$ cat config.mk
export PLATFORM = sky130hd
export DESIGN_NAME = nonrestoring_divider
export DESIGN_NICKNAME = d
export VERILOG_FILES = /design/src/rtl/divider_pkg.sv /design/src/rtl/div_sign_unit.sv /design/src/rtl/nonrestoring_divider.sv
export SDC_FILE = /design/constraint.sdc
export NUM_CORES = 1
export LEC_CHECK = 0
export ABC_AREA = 1
export CORE_MARGIN = 2
export CORE_UTILIZATION = 30
export CTS_CLUSTER_SIZE = 8
export DETAILED_ROUTE_END_ITERATION = 10
export DONT_BUFFER_PORTS = 1
export SYNTH_ARGS = -nofsm -noshare
export SYNTH_HDL_FRONTEND = slang
export SYNTH_HIERARCHICAL = 1
export SYNTH_SLANG_ARGS = --single-unit
export TNS_END_PERCENT = 100
$ cat constraint.sdc
create_clock -name clk -period 4.25 [get_ports clk]
set_clock_uncertainty 0.2 [all_clocks]
set_input_delay 0.85 -clock clk [delete_from_list [all_inputs] [get_ports clk]]
set_output_delay 0.85 -clock clk [all_outputs]
set_load 0.005 [all_outputs]
$ cat src/rtl/divider_pkg.sv
// Shared definitions for the sequential non-restoring divider.
package divider_pkg;

  typedef enum logic [1:0] {
    IDLE = 2'd0,
    ITER = 2'd1,
    FIX  = 2'd2,
    DONE = 2'd3
  } div_state_e;

  localparam int DIV_DEFAULT_WIDTH = 4;

  // Counter must hold the value WIDTH itself, not just WIDTH-1.
  function automatic int div_count_width(input int width);
    return $clog2(width + 1);
  endfunction

endpackage

$ cat src/rtl/div_sign_unit.sv
// Signed helper for the divider: operand magnitudes on the way in,
// sign restoration of quotient/remainder and overflow detect on the way out.
// Only instantiated when DIV_SIGNED_EN is defined.
module div_sign_unit
  import divider_pkg::*;
#(
  parameter int WIDTH = DIV_DEFAULT_WIDTH
) (
  input  logic [WIDTH-1:0] a,
  input  logic [WIDTH-1:0] b,
  input  logic             sign_a,
  input  logic             sign_b,
  input  logic [WIDTH-1:0] q_mag,
  input  logic [WIDTH-1:0] r_mag,
  output logic [WIDTH-1:0] a_abs,
  output logic [WIDTH-1:0] b_abs,
  output logic [WIDTH-1:0] q_res,
  output logic [WIDTH-1:0] r_res,
  output logic             q_ovf
);

  // Magnitudes are unsigned, so |min| = 2^(WIDTH-1) still fits.
  assign a_abs = a[WIDTH-1] ? (~a + 1'b1) : a;
  assign b_abs = b[WIDTH-1] ? (~b + 1'b1) : b;

  // Truncation toward zero: quotient sign is the XOR, remainder follows the dividend.
  assign q_res = (sign_a ^ sign_b) ? (~q_mag + 1'b1) : q_mag;
  assign r_res = sign_a ? (~r_mag + 1'b1) : r_mag;

  // A positive quotient with the top magnitude bit set only arises from min / -1.
  assign q_ovf = ~(sign_a ^ sign_b) & q_mag[WIDTH-1];

endmodule

$ cat src/rtl/nonrestoring_divider.sv
// Sequential non-restoring divider, one quotient bit per clock, sharing the
// start/ready handshake of the Booth multiplier.
// Build option: DIV_SIGNED_EN defined -> signed two's-complement operands;
// undefined -> unsigned operands, ovf tied low.
//
// state | meaning
// IDLE  | waiting for start, outputs cleared by reset
// ITER  | one shift/add-or-subtract step per clock, count runs down to 0
// FIX   | restore a negative partial remainder
// DONE  | first cycle publishes the result; afterwards holds it and accepts start
module nonrestoring_divider
  import divider_pkg::*;
#(
  parameter int WIDTH = DIV_DEFAULT_WIDTH
) (
  input  logic             clk,
  input  logic             reset,
  input  logic             start,
  input  logic [WIDTH-1:0] A,
  input  logic [WIDTH-1:0] B,
  output logic [WIDTH-1:0] Q,
  output logic [WIDTH-1:0] R,
  output logic             ready,
  output logic             div_by_zero,
  output logic             ovf
);

  localparam int CW = div_count_width(WIDTH);
  localparam logic [CW-1:0] CNT_INIT = CW'(WIDTH);

  div_state_e       state_q, state_d;
  logic [WIDTH:0]   p_q, p_d;
  logic [WIDTH-1:0] qr_q, qr_d;
  logic [WIDTH-1:0] bm_q, bm_d;
  logic [CW-1:0]    cnt_q, cnt_d;
  logic             dz_q, dz_d;
  logic [WIDTH-1:0] q_q, q_d;
  logic [WIDTH-1:0] r_q, r_d;
  logic             ready_q, ready_d;
  logic             dbz_q, dbz_d;
  logic             ovf_q, ovf_d;

  logic             accept;
  logic [WIDTH-1:0] a_abs, b_abs, q_res, r_res;
  logic             q_ovf;
  logic [WIDTH:0]   p_sh, p_new;

  // Partial remainder step; wraps mod 2^(WIDTH+1) but the post-step value always fits.
  assign p_sh  = {p_q[WIDTH-1:0], qr_q[WIDTH-1]};
  assign p_new = p_q[WIDTH] ? (p_sh + {1'b0, bm_q}) : (p_sh - {1'b0, bm_q});

`ifdef DIV_SIGNED_EN
  logic sa_q, sa_d, sb_q, sb_d;

  // Operand signs are latched only when an operation is accepted.
  always_comb begin
    sa_d = sa_q;
    sb_d = sb_q;
    if (accept) begin
      sa_d = A[WIDTH-1];
      sb_d = B[WIDTH-1];
    end
  end

  // Sign flag registers.
  always_ff @(posedge clk) begin
    if (reset) begin
      sa_q <= 1'b0;
      sb_q <= 1'b0;
    end else begin
      sa_q <= sa_d;
      sb_q <= sb_d;
    end
  end

  div_sign_unit #(.WIDTH(WIDTH)) u_sign (
    .a      (A),
    .b      (B),
    .sign_a (sa_q),
    .sign_b (sb_q),
    .q_mag  (qr_q),
    .r_mag  (p_q[WIDTH-1:0]),
    .a_abs  (a_abs),
    .b_abs  (b_abs),
    .q_res  (q_res),
    .r_res  (r_res),
    .q_ovf  (q_ovf)
  );
`else
  assign a_abs = A;
  assign b_abs = B;
  assign q_res = qr_q;
  assign r_res = p_q[WIDTH-1:0];
  assign q_ovf = 1'b0;
`endif

  // Next-state and datapath: iterate, restore, publish once, then accept new work.
  always_comb begin
    state_d = state_q;
    p_d     = p_q;
    qr_d    = qr_q;
    bm_d    = bm_q;
    cnt_d   = cnt_q;
    dz_d    = dz_q;
    q_d     = q_q;
    r_d     = r_q;
    ready_d = ready_q;
    dbz_d   = dbz_q;
    ovf_d   = ovf_q;
    accept  = 1'b0;

    case (state_q)
      IDLE: begin
        if (start) accept = 1'b1;
      end
      ITER: begin
        p_d   = p_new;
        qr_d  = {qr_q[WIDTH-2:0], ~p_new[WIDTH]};
        cnt_d = cnt_q - CW'(1);
        if (cnt_d == '0) state_d = FIX;
      end
      FIX: begin
        if (p_q[WIDTH]) p_d = p_q + {1'b0, bm_q};
        state_d = DONE;
      end
      DONE: begin
        // ready low here means the result has not been published yet.
        if (!ready_q) begin
          ready_d = 1'b1;
          if (dz_q) begin
            q_d   = '1;
            r_d   = p_q[WIDTH-1:0];
            dbz_d = 1'b1;
            ovf_d = 1'b0;
          end else begin
            q_d   = q_res;
            r_d   = r_res;
            dbz_d = 1'b0;
            ovf_d = q_ovf;
          end
        end else if (start) begin
          accept = 1'b1;
        end
      end
      default: state_d = IDLE;
    endcase

    if (accept) begin
      ready_d = 1'b0;
      dbz_d   = 1'b0;
      ovf_d   = 1'b0;
      qr_d    = a_abs;
      bm_d    = b_abs;
      cnt_d   = CNT_INIT;
      dz_d    = (B == '0);
      if (B == '0) begin
        // Raw dividend parked in P so it can be returned as the remainder.
        p_d     = {1'b0, A};
        state_d = DONE;
      end else begin
        p_d     = '0;
        state_d = ITER;
      end
    end
  end

  // State, datapath and output registers with synchronous reset.
  always_ff @(posedge clk) begin
    if (reset) begin
      state_q <= IDLE;
      p_q     <= '0;
      qr_q    <= '0;
      bm_q    <= '0;
      cnt_q   <= '0;
      dz_q    <= 1'b0;
      q_q     <= '0;
      r_q     <= '0;
      ready_q <= 1'b0;
      dbz_q   <= 1'b0;
      ovf_q   <= 1'b0;
    end else begin
      state_q <= state_d;
      p_q     <= p_d;
      qr_q    <= qr_d;
      bm_q    <= bm_d;
      cnt_q   <= cnt_d;
      dz_q    <= dz_d;
      q_q     <= q_d;
      r_q     <= r_d;
      ready_q <= ready_d;
      dbz_q   <= dbz_d;
      ovf_q   <= ovf_d;
    end
  end

  assign Q           = q_q;
  assign R           = r_q;
  assign ready       = ready_q;
  assign div_by_zero = dbz_q;
  assign ovf         = ovf_q;

endmodule

# After elaboration in Yosys (flattened, before gate mapping)
# Index checks and enable logic that the tools add are counted.
[word_totals]
reg_bits = 29
inputBits = 11
out_inout_bits = 11
word_cells = 50
[op_classes]
add_sub_neg = 4
n_eq_ne = 5
mux = 18
bitwise_logic = 2
n_reduce_logical = 9
[ops]
columns = ["operator", "count"]
rows = [
  ["$mux 4", 4],
  ["$mux 5", 3],
  ["$add 5x4->5", 2],
  ["$pmux 5 s2", 1],
  ["$mux 2", 3],
  ["$mux 3", 2],
  ["$ne 3x3->1 const B", 2],
  ["$reduce_and 2->1", 3],
  ["$sub 5x4->5", 1],
  ["$eq 2x2->1 const B", 2],
  ["$logic_not 4->1", 1],
  ["$pmux 2 s2", 1],
  ["$logic_not 3->1", 1],
  ["$mux 1", 3],
  ["$reduce_bool 3->1", 1],
  ["$sub 3x1->3 const B", 1],
  ["$eq 2x1->1 const B", 1],
  ["$logic_not 2->1", 1],
  ["$not 1->1", 2],
  ["$pmux 1 s2", 1],
  ["$reduce_bool 2->1", 1],
  ["$reduce_or 2->1", 1],
]

# Longest topological paths before layout
# Gate-level depths: netlist (run 1).
[depth]
ltp_word = 5
ltp_mapped = 13
depth_no_buf = 13

# Least setup slack after synthesis (run 1)
# No wires, ideal clock.
[synth_path]
path_kind = "register to register"
start = "reg bm_q[1]"
end = "reg p_q[3]"
setup_ps = 109
arrival_time_ps = 1786
required_ps = 3941
slack_ps = 2155
stages_incl_launch_ff = 12
path_buffers = 0
period_less_slack_ps = 2095
path_cell_list = "dfxtp_1 inv_1 ha_1 a22oi_1 ha_1 a21oi_1 nand2_1 or2_2 nand3_1 nand3_1 nand2_1 inv_1"
[synth_between]
elab_chain_len = 4
word_cells_on_any_way = 7
classes_between = "add/sub: 3; mux: 4"
[synth_rtl]
columns = ["element", "line", "rtl"]
rows = [
  ["start, declared", "nonrestoring_divider.sv:34", "logic [WIDTH-1:0] bm_q, bm_d;"],
  ["start signal, assigned", "nonrestoring_divider.sv:185", "bm_q <= bm_d;"],
  ["$add 5x4->5 (tied with other cells)", "nonrestoring_divider.sv:123", "if (p_q[WIDTH]) p_d = p_q + {1'b0, bm_q};"],
  ["$mux 5 (on tied branches)", "nonrestoring_divider.sv:123, nonrestoring_divider.sv:50", ""],
  ["$pmux 5 s2 *", "nonrestoring_divider.sv:112", "case (state_q)"],
  ["$mux 5 *", "nonrestoring_divider.sv:148", "if (accept) begin"],
  ["end signal, assigned", "nonrestoring_divider.sv:183", "p_q <= p_d;"],
  ["end, declared", "nonrestoring_divider.sv:32", "logic [WIDTH:0] p_q, p_d;"],
]
# Mark *: on every way between the ends. The rest lies on a longest branch, timed or not. The select of a mux whose other input is x is not followed.
# A chain may end at the register's enable or synchronous reset.

# Final worst setup path (run 1)
# Same ends and word-level chain as after synthesis.

==> results of run 1 <==
## power by group through the flow
stage	Combinational, mW	Clock [mW]	Sequential, mW
final	0.675	0.254	0.418
after global routing	0.762	0.273	0.432
after CTS	0.675	0.260	0.419
after detailed placement	0.670	0	0.424
after global placement	0.664	0	0.423
after floorplan	0.579	0	0.402
## flip-flops by register name, summed over array words and instances (netlist names)
name and count:
p_q 5, div_by_zero 1, bm_q 4, R 4, ready 1, state_q 2
Q 4, q_res 4, dz_q 1, cnt_q 3
## cell families after synthesis
group | Yosys count | share of synthesized area [%]
AOI/OAI and AO/OA | 56 | 19.1
xor gates and xnor gates | 3 | 1.48
adders and majority gates | 18 | 13.5
buffers and inverters | 41 | 10.4
DFF | 29 | 32.7
other | 1 | 0.211
and+or+nand+nor | 92 | 22.6
## worst min-delay path by stage
stage                     start           to  slack (ns)
floorplan           div_by_zero  div_by_zero        0.26
global placement           Q[1]         Q[1]        0.26
detailed placement         Q[3]         Q[3]        0.27
CTS                        Q[3]         Q[3]        0.28
global route               Q[3]         Q[3]        0.30
finish                     Q[3]         Q[3]        0.27
## cells in the mapped netlist (2+ instances only)
master    n
nand3_1  14
nor2_1   21
nand2_1  46
dfxtp_1  29
o21a_1    2
a31oi_1   4
nand4_1   2
ha_1     16
buf_4     2
a21oi_1  23
a22o_1    2
fa_1      2
o21ai_0  19
inv_1    33
xnor2_1   2
nand2_2   2
## worst max-delay path, cell delays in order, from the launching register on
cell and delay (ns):
dfxtp_1 0.37, inv_1 0.10, ha_1 0.21, a22oi_1 0.26
ha_1 0.31, a21oi_1 0.13, nand2_1 0.08, or2_2 0.27
nand3_1 0.08, nand3_1 0.08, nand2_1 0.06, inv_1 0.03
## routing by layer
layer  global-route usage, %  routed length [µm]  share of wire, %  vias up
li1                        -                   -                 -      778
met1                    16.0                1900                48      668
met2                    21.5                1840                46       30
met3                    2.56                 152               3.8        6
met4                    6.10                  83               2.1        0
met5                       0                   0                 0        -
## final cells by class
type / instances / share of cell area, %
Multi-Input combinational cell: 170 / 52.6
Clock inverter: 1 / 0.261
Sequential cell: 29 / 30.2
Clock buffer: 7 / 5.02
Tap cell: 75 / 4.89
Inverter: 35 / 6.98
## through the flow
| step | area [µm²] | hold WS (ns) |
|---|---|---|
| after floorplan | 1770 | 0.256 |
| after global placement | 1820 | 0.261 |
| after detailed placement | 1820 | 0.266 |
| after CTS | 1920 | 0.276 |
| after global routing | 1920 | 0.299 |
| final | 1920 | 0.272 |
==> metrics.md, run 1 <==
| Metric | Value |
|---|---|
| Post-synth top area share | 32.7% |
| Post-Place Cells | 309 |
| Worst-path fanout max | 4 |
| Reg2Reg Depth | 11 |
| Worst Setup SP | bm_q[1] |
| F_max | 0.441 GHz |
| All-Layer GR Usage | 12.9% |
| Final core occ | 33.0% |
| Sequential fraction of design power | 31.0% |
| Clock transition at path regs | 0.06 ns |
| DRC viols | 0 |
| Worst VDD drop | 0.209 mV |
| HP Class | register to register |
| Clk network pwr share | 18.9% |
| CTS max path bufs | 2 |
| FF+latch area | 581 µm² |
| Outcome | finished clean |
| Critical path destination | p_q[3] |
| Fin. Hold Viols | 0 |
| Syn nets | 269 |
| PD cells | 702 nW/µm² |
| Per-cell routed wire length | 12.5 µm |
| R2R Path End | p_q[3] |
| CTS hold repair buffers | 0 |
| RSZ-0062 raised after global routing | no |
| Ys flop type | dfxtp_1 |
| Asr flop ratio synth | 0% |
| Drt first pass iters | 5 |
| Critical Path Source Type | register |
| Initial DRC Count | 66 |
| Gpl congestion | 0.877 |
| Top Ports | 22 |
| Die Y | 80.9 µm |
| Number of max-cap violations | 0 |
| Yosys reg bits | 29 |
| Dpl hpwl | 3080 µm |
| Final wirelength | 3970 µm |
| Hold Path Stages | 2 |
| Fillcell total | 633 |
| Number of cells produced by synthesis | 240 |
| Post-Layout Cell Count | 317 |
| First-pass GRT wire length | 6440 µm |
| Least-Margin Pin Slew | 0.613 ns |
| Die W | 80.9 µm |
| Internal cell power | 0.767 mW |
| Largest net degree at the start of global routing | 18 |
| Clk_lat worst skew | 0.28 ns |
| Postcts setup bufs | 0 |
| Worst reg2reg setup slack | 1.98 ns |
| Multi-input gate area | 1010 µm² |
| Required @ worst endpoint | 4.23 ns |
| Max transition margin | 59.0% |
| Core Region | 5820 µm² |
| Final Net Count | 270 |
| Post-CTS sizing | 0 |
| Grt ovf | 0 |
| Psw | 0.581 mW |
| Netlist cell types | 37 |
| Number of synthesized flops with an enable pin | 0 |
| Static Leak | 0.875 nW |
| Most frequent cells in the layout | nand2_1, inv_1, dfxtp_1 |
| Synth top area cells | dfxtp_1, ha_1, nand2_1 |
| Slew Limit Fails | 0 |
| Antenna cell count | 0 |
| Total power | 1.35 mW |
| Post-route setup slack | 1.98 ns |
| Setup_tns | 0 ns |
| ANT nets after route | 0 |
| Die footprint | 6540 µm² |
| Vias | 1482 |
| CTS tree | yes |
| Via count of the first global-routing pass | 1366 |
| Ys Warns | 6 |
| CP arrival | 2.25 ns |
| Most common cell after layout, fill and taps aside | nand2_1 |
| Clock Root Buffer | clkbuf_8 |
| Final setup fails | 0 |
| Worst slack, placed | 1.98 ns |
| Worst Setup End Kind | register |
| Port bufs | 0 |
| CTS buffer count | 5 |
| Synth Area per Inst | 7.39 µm² |
| Tmin final | 2.27 ns |
| Tcrit/Tclk final | 53.4% |
| Starting Density | 30.5% |
| Standard-cell rows | 28 |
| Worst Setup Path Type | register to register |
| Vias per cell | 4.68 |
| Post-synth top area cell | dfxtp_1 |
| Fraction of final layout cells with drive strength greater than 1 | 7.44% |
| Part of the power in combinational logic | 50.1% |
| Antenna violations before repair | 0 |
| Sink Count | 29 |
| Worst r2r src | bm_q[1] |
| Area grow syn2layout | 8.18% |
| Switching Share | 43.1% |
| Post-Syn Area | 1770 µm² |
| CTS H-tree lvls | 2 |
| Sequential fraction of the synthesis area | 32.7% |
No activity file was read; power rests on OpenSTA's default activity.
==> inputs of run 2 (changes only) <==
==> constraint.sdc (replaced) <==
create_clock -name clk -period 2.1 [get_ports clk]
set_clock_uncertainty 0.2 [all_clocks]
set_input_delay 0.42 -clock clk [delete_from_list [all_inputs] [get_ports clk]]
set_output_delay 0.42 -clock clk [all_outputs]
set_load 0.005 [all_outputs]
==> metrics.md, run 2 (same netlist as run 1, synthesis figures left out) <==
| Metric | Value |
|---|---|
| Outcome | finished clean |
| Antenna violations before repair | 0 (unchanged) |
| Per-cell routed wire length | 12.6 µm (+0.46%) |
| Fillcell total | 621 (-1.9%) |
| Worst-path fanout max | 3 (-1) |
| Hold Startpoint | reset |
| DRC viols | 0 (unchanged) |
| CTS H-tree lvls | 2 (unchanged) |
| Post-Layout Cell Count | 332 (+4.7%) |
| Hold Path Stages | 1 (-1) |
| All-Layer GR Usage | 13.6% (+0.73 points) |
| Post-Place Cells | 321 (+3.9%) |
| Die Y | 80.9 µm (unchanged) |
| Required @ worst endpoint | 2.09 ns (-2.14 ns) |
| Die W | 80.9 µm (unchanged) |
| F_max | 0.477 GHz (+8.3%) |
| Worst r2r src | bm_q[1] |
| Worst Setup Path Type | register to register |
| R2R Path End | p_q[3] |
| Static Leak | 0.957 nW (+9.4%) |
| Hold Path End | Q[0] |
| Biggest register | p_q |
| Port bufs | 0 (unchanged) |
| Clock Root Buffer | clkbuf_8 |
| Antenna cell count | 0 (unchanged) |
| Initial DRC Count | 86 (+30%) |
| Clock transition at path regs | 0.06 ns (about the same) |
| Final Net Count | 286 (+5.9%) |
| Worst Setup End Kind | register |
| Final wirelength | 4180 µm (+5.2%) |
| Via count of the first global-routing pass | 1436 (+5.1%) |
| Number of max-cap violations | 0 (unchanged) |
| Sink Count | 29 (unchanged) |
| Final setup fails | 0 (unchanged) |
| Die footprint | 6540 µm² (unchanged) |
| Core Region | 5820 µm² (unchanged) |
| Fraction of final layout cells with drive strength greater than 1 | 19.8% (+12 points) |
| PD cells | 1490 nW/µm² (+110%) |
| Grt ovf | 0 (unchanged) |
| Clk_lat worst skew | 0.28 ns (about the same) |
| CTS max path bufs | 2 (unchanged) |
| Total power | 3.14 mW (+130%) |
| Max reg flops | 5 (unchanged) |
| Most common cell after layout, fill and taps aside | nand2_1 |
| First-pass GRT wire length | 6840 µm (+6.2%) |
| Largest net degree at the start of global routing | 15 (-3) |
| Standard-cell rows | 28 (unchanged) |
| CTS buffer count | 5 (unchanged) |
| CP arrival | 2.08 ns (-0.17 ns) |
| Starting Density | 30.5% (unchanged) |
| Worst reg2reg setup slack | 0.005 ns (-1.98 ns) |
| Dpl hpwl | 3120 µm (+1.2%) |
| Critical Path Source Type | register |
| Reg2Reg Depth | 11 (unchanged) |
| Wl on met1 | 1980 µm (+4.3%) |
| Fin Hold WS | 0.0139 ns (-0.258 ns) |
| Vias | 1573 (+6.1%) |
| Worst VDD drop | 0.507 mV (+140%) |
| Tmin final | 2.10 ns (-0.174 ns) |
| Drt first pass iters | 6 (+1) |
| Top routing layer used | met4 |
| Slew Limit Fails | 0 (unchanged) |
| Area grow syn2layout | 19.0% |
| CTS tree | yes |
| Top Ports | 22 (unchanged) |
| Setup_tns | 0 ns (unchanged) |
| RSZ-0062 raised after global routing | yes |
| Gpl congestion | 0.927 (+5.7%) |
| ANT nets after route | 0 (unchanged) |
| Most frequent cells in the layout | nand2_1, inv_1, dfxtp_1 |
| Met2 WL | 1910 µm (+3.5%) |
| Vias per cell | 4.74 (+1.3%) |
| Tcrit/Tclk final | 99.8% (+46 points) |
| Fin. Hold Viols | 0 (unchanged) |
| Routed wl met3 | 217 µm (+43%) |
| HP Class | primary input to register |
[run 2: cell count changes in the layout (fill, tap and decap cells not counted), sizes merged]
cell,before,now
clkinv,1,0
dlygate4sd3,0,2
buf,0,14
[run 2: metal layers]
metal | vias to the layer above | track usage [%]
li1 | 813 | -
met1 | 720 | 17.5
met2 | 34 | 21.8
met3 | 6 | 2.89
met4 | 0 | 6.27
met5 | - | 0
[run 2: worst max path at each step]
stage	startpoint	endpoint	slack [ns]	cells past startpoint
floorplan	bm_q[1]	p_q[3]	0.005	11
global placement	bm_q[0]	p_q[2]	-0.06	11
detailed placement	bm_q[0]	p_q[2]	-0.09	11
CTS	bm_q[1]	q_res[0]	0.004	13
global route	bm_q[1]	p_q[3]	-0.09	11
finish	bm_q[1]	p_q[3]	0.005	11
[run 2: stage by stage]
stage               utilization, %  worst slack [ns]  instance area [µm²]
floorplan                        -           0.00507                 1770
global placement              32.8           -0.0587                 1910
detailed placement            32.8           -0.0887                 1910
CTS                           35.0           0.00416                 2040
global route                  36.3           -0.0909                 2110
finish                        36.3           0.00468                 2110
[run 2: worst max-delay path: stages, from the launching register on]
cell	delay, ns
dfxtp_2	0.33
inv_2	0.05
buf_4	0.14
a31oi_4	0.17
xor2_1	0.20
ha_1	0.30
buf_4	0.16
or2_4	0.24
nand3_2	0.05
nand3_1	0.07
nand2_1	0.06
inv_1	0.03
[run 2: where the power goes]
part / switching, mW / total [mW] / internal (mW)
combinational: 0.979 / 1.83 / 0.851
clock: 0.212 / 0.472 / 0.260
sequential: 0.134 / 0.841 / 0.707
total: 1.32 / 3.14 / 1.82
[run 2: area by class of cell]
| type | count | area [µm²] | share of cell area [%] |
|---|---|---|---|
| multi-input cells | 170 | 1080 | 51.3 |
| flip-flops and latches | 29 | 586 | 27.7 |
| inverters | 35 | 134 | 6.34 |
| repair buffers | 16 | 129 | 6.11 |
| well taps | 75 | 93.8 | 4.45 |
| clock buffers | 7 | 86.3 | 4.09 |
[run 2: what timing repair did]
action | 4_1_cts | 5_1_grt
hold endpoints to repair | 6 | 0
setup buffers | 0 | 2
hold buffers | 2 | 0
gates resized for setup | 7 | 20
endpoints found under the setup margin | 5 | 5
pin swaps | 3 | 14
==> inputs of run 3 (changes only) <==
--- a/config.mk
+++ b/config.mk
@@ -7,10 +7,11 @@
 export LEC_CHECK = 0
 export ABC_AREA = 1
 export CORE_MARGIN = 2
-export CORE_UTILIZATION = 30
+export CORE_UTILIZATION = 62
 export CTS_CLUSTER_SIZE = 8
 export DETAILED_ROUTE_END_ITERATION = 10
 export DONT_BUFFER_PORTS = 1
+export PLACE_DENSITY = 0.78
 export SYNTH_ARGS = -nofsm -noshare
 export SYNTH_HDL_FRONTEND = slang
 export SYNTH_HIERARCHICAL = 1
==> metrics.md, run 3 (same netlist as run 1, synthesis figures left out) <==
| Metric | Value |
|---|---|
| Final setup fails | 1 (+1) |
| Final wirelength | 4020 µm (-3.9%) |
| Fin Hold WS | 0.0476 ns (+0.0337 ns) |
| Tcrit/Tclk final | 101% (+1.1 points) |
| Setup_tns | -0.0180 ns (-0.0180 ns) |
| Antenna violations before repair | 0 (unchanged) |
| Worst Setup SP | p_q[4] |
| Clock transition at path regs | 0.09 ns (+0.03 ns) |
| Vias | 1592 (+1.2%) |
| Core Region | 2730 µm² (-53%) |
| Final Net Count | 283 (-1.0%) |
| CTS H-tree lvls | 2 (unchanged) |
| R2R Path End | p_q[3] |
| Top Ports | 22 (unchanged) |
| Grt ovf | 0 (unchanged) |
| PD cells | 1510 nW/µm² (+1.2%) |
| Largest net degree at the start of global routing | 15 (unchanged) |
| Vias per cell | 5.57 (+17%) |
| CTS max path bufs | 2 (unchanged) |
| Post-Place Cells | 276 (-14%) |
| Max reg flops | 5 (unchanged) |
| Initial DRC Count | 47 (-45%) |
| Fin. Hold Viols | 0 (unchanged) |
| Number of max-cap violations | 0 (unchanged) |
| Worst-path fanout max | 5 (+2) |
| Worst r2r src | p_q[4] |
| Sink Count | 29 (unchanged) |
| ANT nets after route | 0 (unchanged) |
| All-Layer GR Usage | 24.9% (+11 points) |
| Outcome | complete, but fails checks |
| Die footprint | 3310 µm² (-49%) |
| FF+latch area | 588 µm² (+0.43%) |
| Standard-cell rows | 19 (-32%) |
| Worst VDD drop | 1.14 mV (+120%) |
| Dpl hpwl | 2880 µm (-7.6%) |
| Post-route setup slack | -0.0180 ns (-0.0227 ns) |
| Die W | 57.5 µm (-29%) |
| Via count of the first global-routing pass | 1477 (+2.9%) |
| CP arrival | 2.16 ns (+0.08 ns) |
| Clk_lat worst skew | 0.33 ns (+0.05 ns) |
| Area grow syn2layout | 12.6% |
| Gpl congestion | 0.993 (+7.2%) |
| Clock Root Buffer | clkbuf_4 |
| Multi-input gate area | 1070 µm² (-0.81%) |
| First-pass GRT wire length | 6380 µm (-6.9%) |
| Antenna cell count | 0 (unchanged) |
| RSZ-0062 raised after global routing | yes |
| F_max | 0.472 GHz (-1.1%) |
| Worst reg2reg setup slack | -0.02 ns (-0.02 ns) |
| Most common cell after layout, fill and taps aside | nand2_1 |
| Hold Path Stages | 2 (+1) |
| CTS buffer count | 5 (unchanged) |
| Port bufs | 0 (unchanged) |
| Tmin final | 2.12 ns (+0.0227 ns) |
| Hold Startpoint | reset |
| CTS tree | yes |
| Worst Setup End Kind | register |
| Starting Density | 64.9% (+34 points) |
| Die Y | 57.5 µm (-29%) |
| Fraction of final layout cells with drive strength greater than 1 | 18.8% (-1.0 points) |
| Slew Limit Fails | 0 (unchanged) |
| Worst slack, placed | -0.0974 ns (-0.00877 ns) |
| Per-cell routed wire length | 14.0 µm (+12%) |
| Worst Setup Path Type | register to register |
| Reg2Reg Depth | 11 (unchanged) |
| Post-Layout Cell Count | 286 (-14%) |
| DRC viols | 0 (unchanged) |
| Required @ worst endpoint | 2.14 ns (+0.05 ns) |
| Hold Path End | cnt_q[1] |
| Static Leak | 0.927 nW (-3.1%) |
| Drt first pass iters | 4 (-2) |
| Biggest register | p_q |
| Critical Path Source Type | register |
| Most frequent cells in the layout | nand2_1, inv_1, dfxtp_1 |
| Fillcell total | 219 (-65%) |
| HP Class | primary input to register |
| Failing checks | setup timing |
[run 3: changes by cell type in the layout (fill, tap and decap cells not counted), moves of 2 or more]
| cell | previous run | this run |
|---|---|---|
| clkbuf_8 | 6 | 0 |
| nand2_1 | 43 | 46 |
| nand2_2 | 5 | 2 |
| buf_4 | 13 | 11 |
| clkinv_2 | 0 | 2 |
| clkbuf_4 | 0 | 5 |
| clkinvlp_4 | 0 | 2 |
[run 3: report_power, final]
| group | internal (mW) | switching (mW) |
|---|---|---|
| clock network | 0.126 | 0.203 |
| logic | 0.823 | 1.02 |
| registers | 0.707 | 0.130 |
[run 3: stage by stage]
step	utilization [%]	area, µm²	power, mW
after floorplan	-	1770	1.98
after global placement	67.5	1850	2.31
after detailed placement	67.5	1850	2.35
after CTS	70.7	1930	2.73
after global routing	73.0	2000	3.26
final	73.0	2000	3.01
[run 3: worst max-delay path by stage]
stage / to / slack (ns) / cells past startpoint
detailed placement: p_q[2] / -0.1 / 11
CTS: p_q[2] / 0.007 / 11
finish: p_q[3] / -0.02 / 11
floorplan: p_q[3] / 0.005 / 11
global placement: p_q[2] / -0.06 / 11
global route: p_q[3] / -0.1 / 11
[run 3: metal layers]
layer  vias to the layer above  part of all wire [%]  track usage (%)
met5                         -                     0                0
met1                       715                    44             31.2
li1                        815                     -                -
met2                        53                    49             42.4
met3                         9                   5.3             4.99
met4                         0                   1.4             8.97
[run 3: area by class of cell]
cell class	instances	share of cell area (%)
clock inverters	3	0.877
multi-input cells	170	53.8
clock buffers	5	1.88
flip-flops and latches	29	29.4
repair buffers	13	5.20
inverters	35	6.89
well taps	31	1.94
[run 3: timing repair]
action                                  4_1_cts  5_1_grt
gates cloned                                  0        0
endpoints found under the setup margin        5        5
hold buffers                                  1        0
pin swaps                                     2        7
hold endpoints to repair                     10        0
buffers inserted                              0        1
gates resized for setup                       8       17
[run 3: critical path, stage by stage (launching register included)]
cell        delay, ns
dfxtp_4          0.41
clkinvlp_4       0.14
a21oi_4          0.15
a22oi_2          0.08
ha_1             0.34
a21oi_2          0.14
nand2_1          0.08
or2_4            0.23
nand3_2          0.06
nand3_1          0.09
nand2_1          0.07
inv_1            0.03
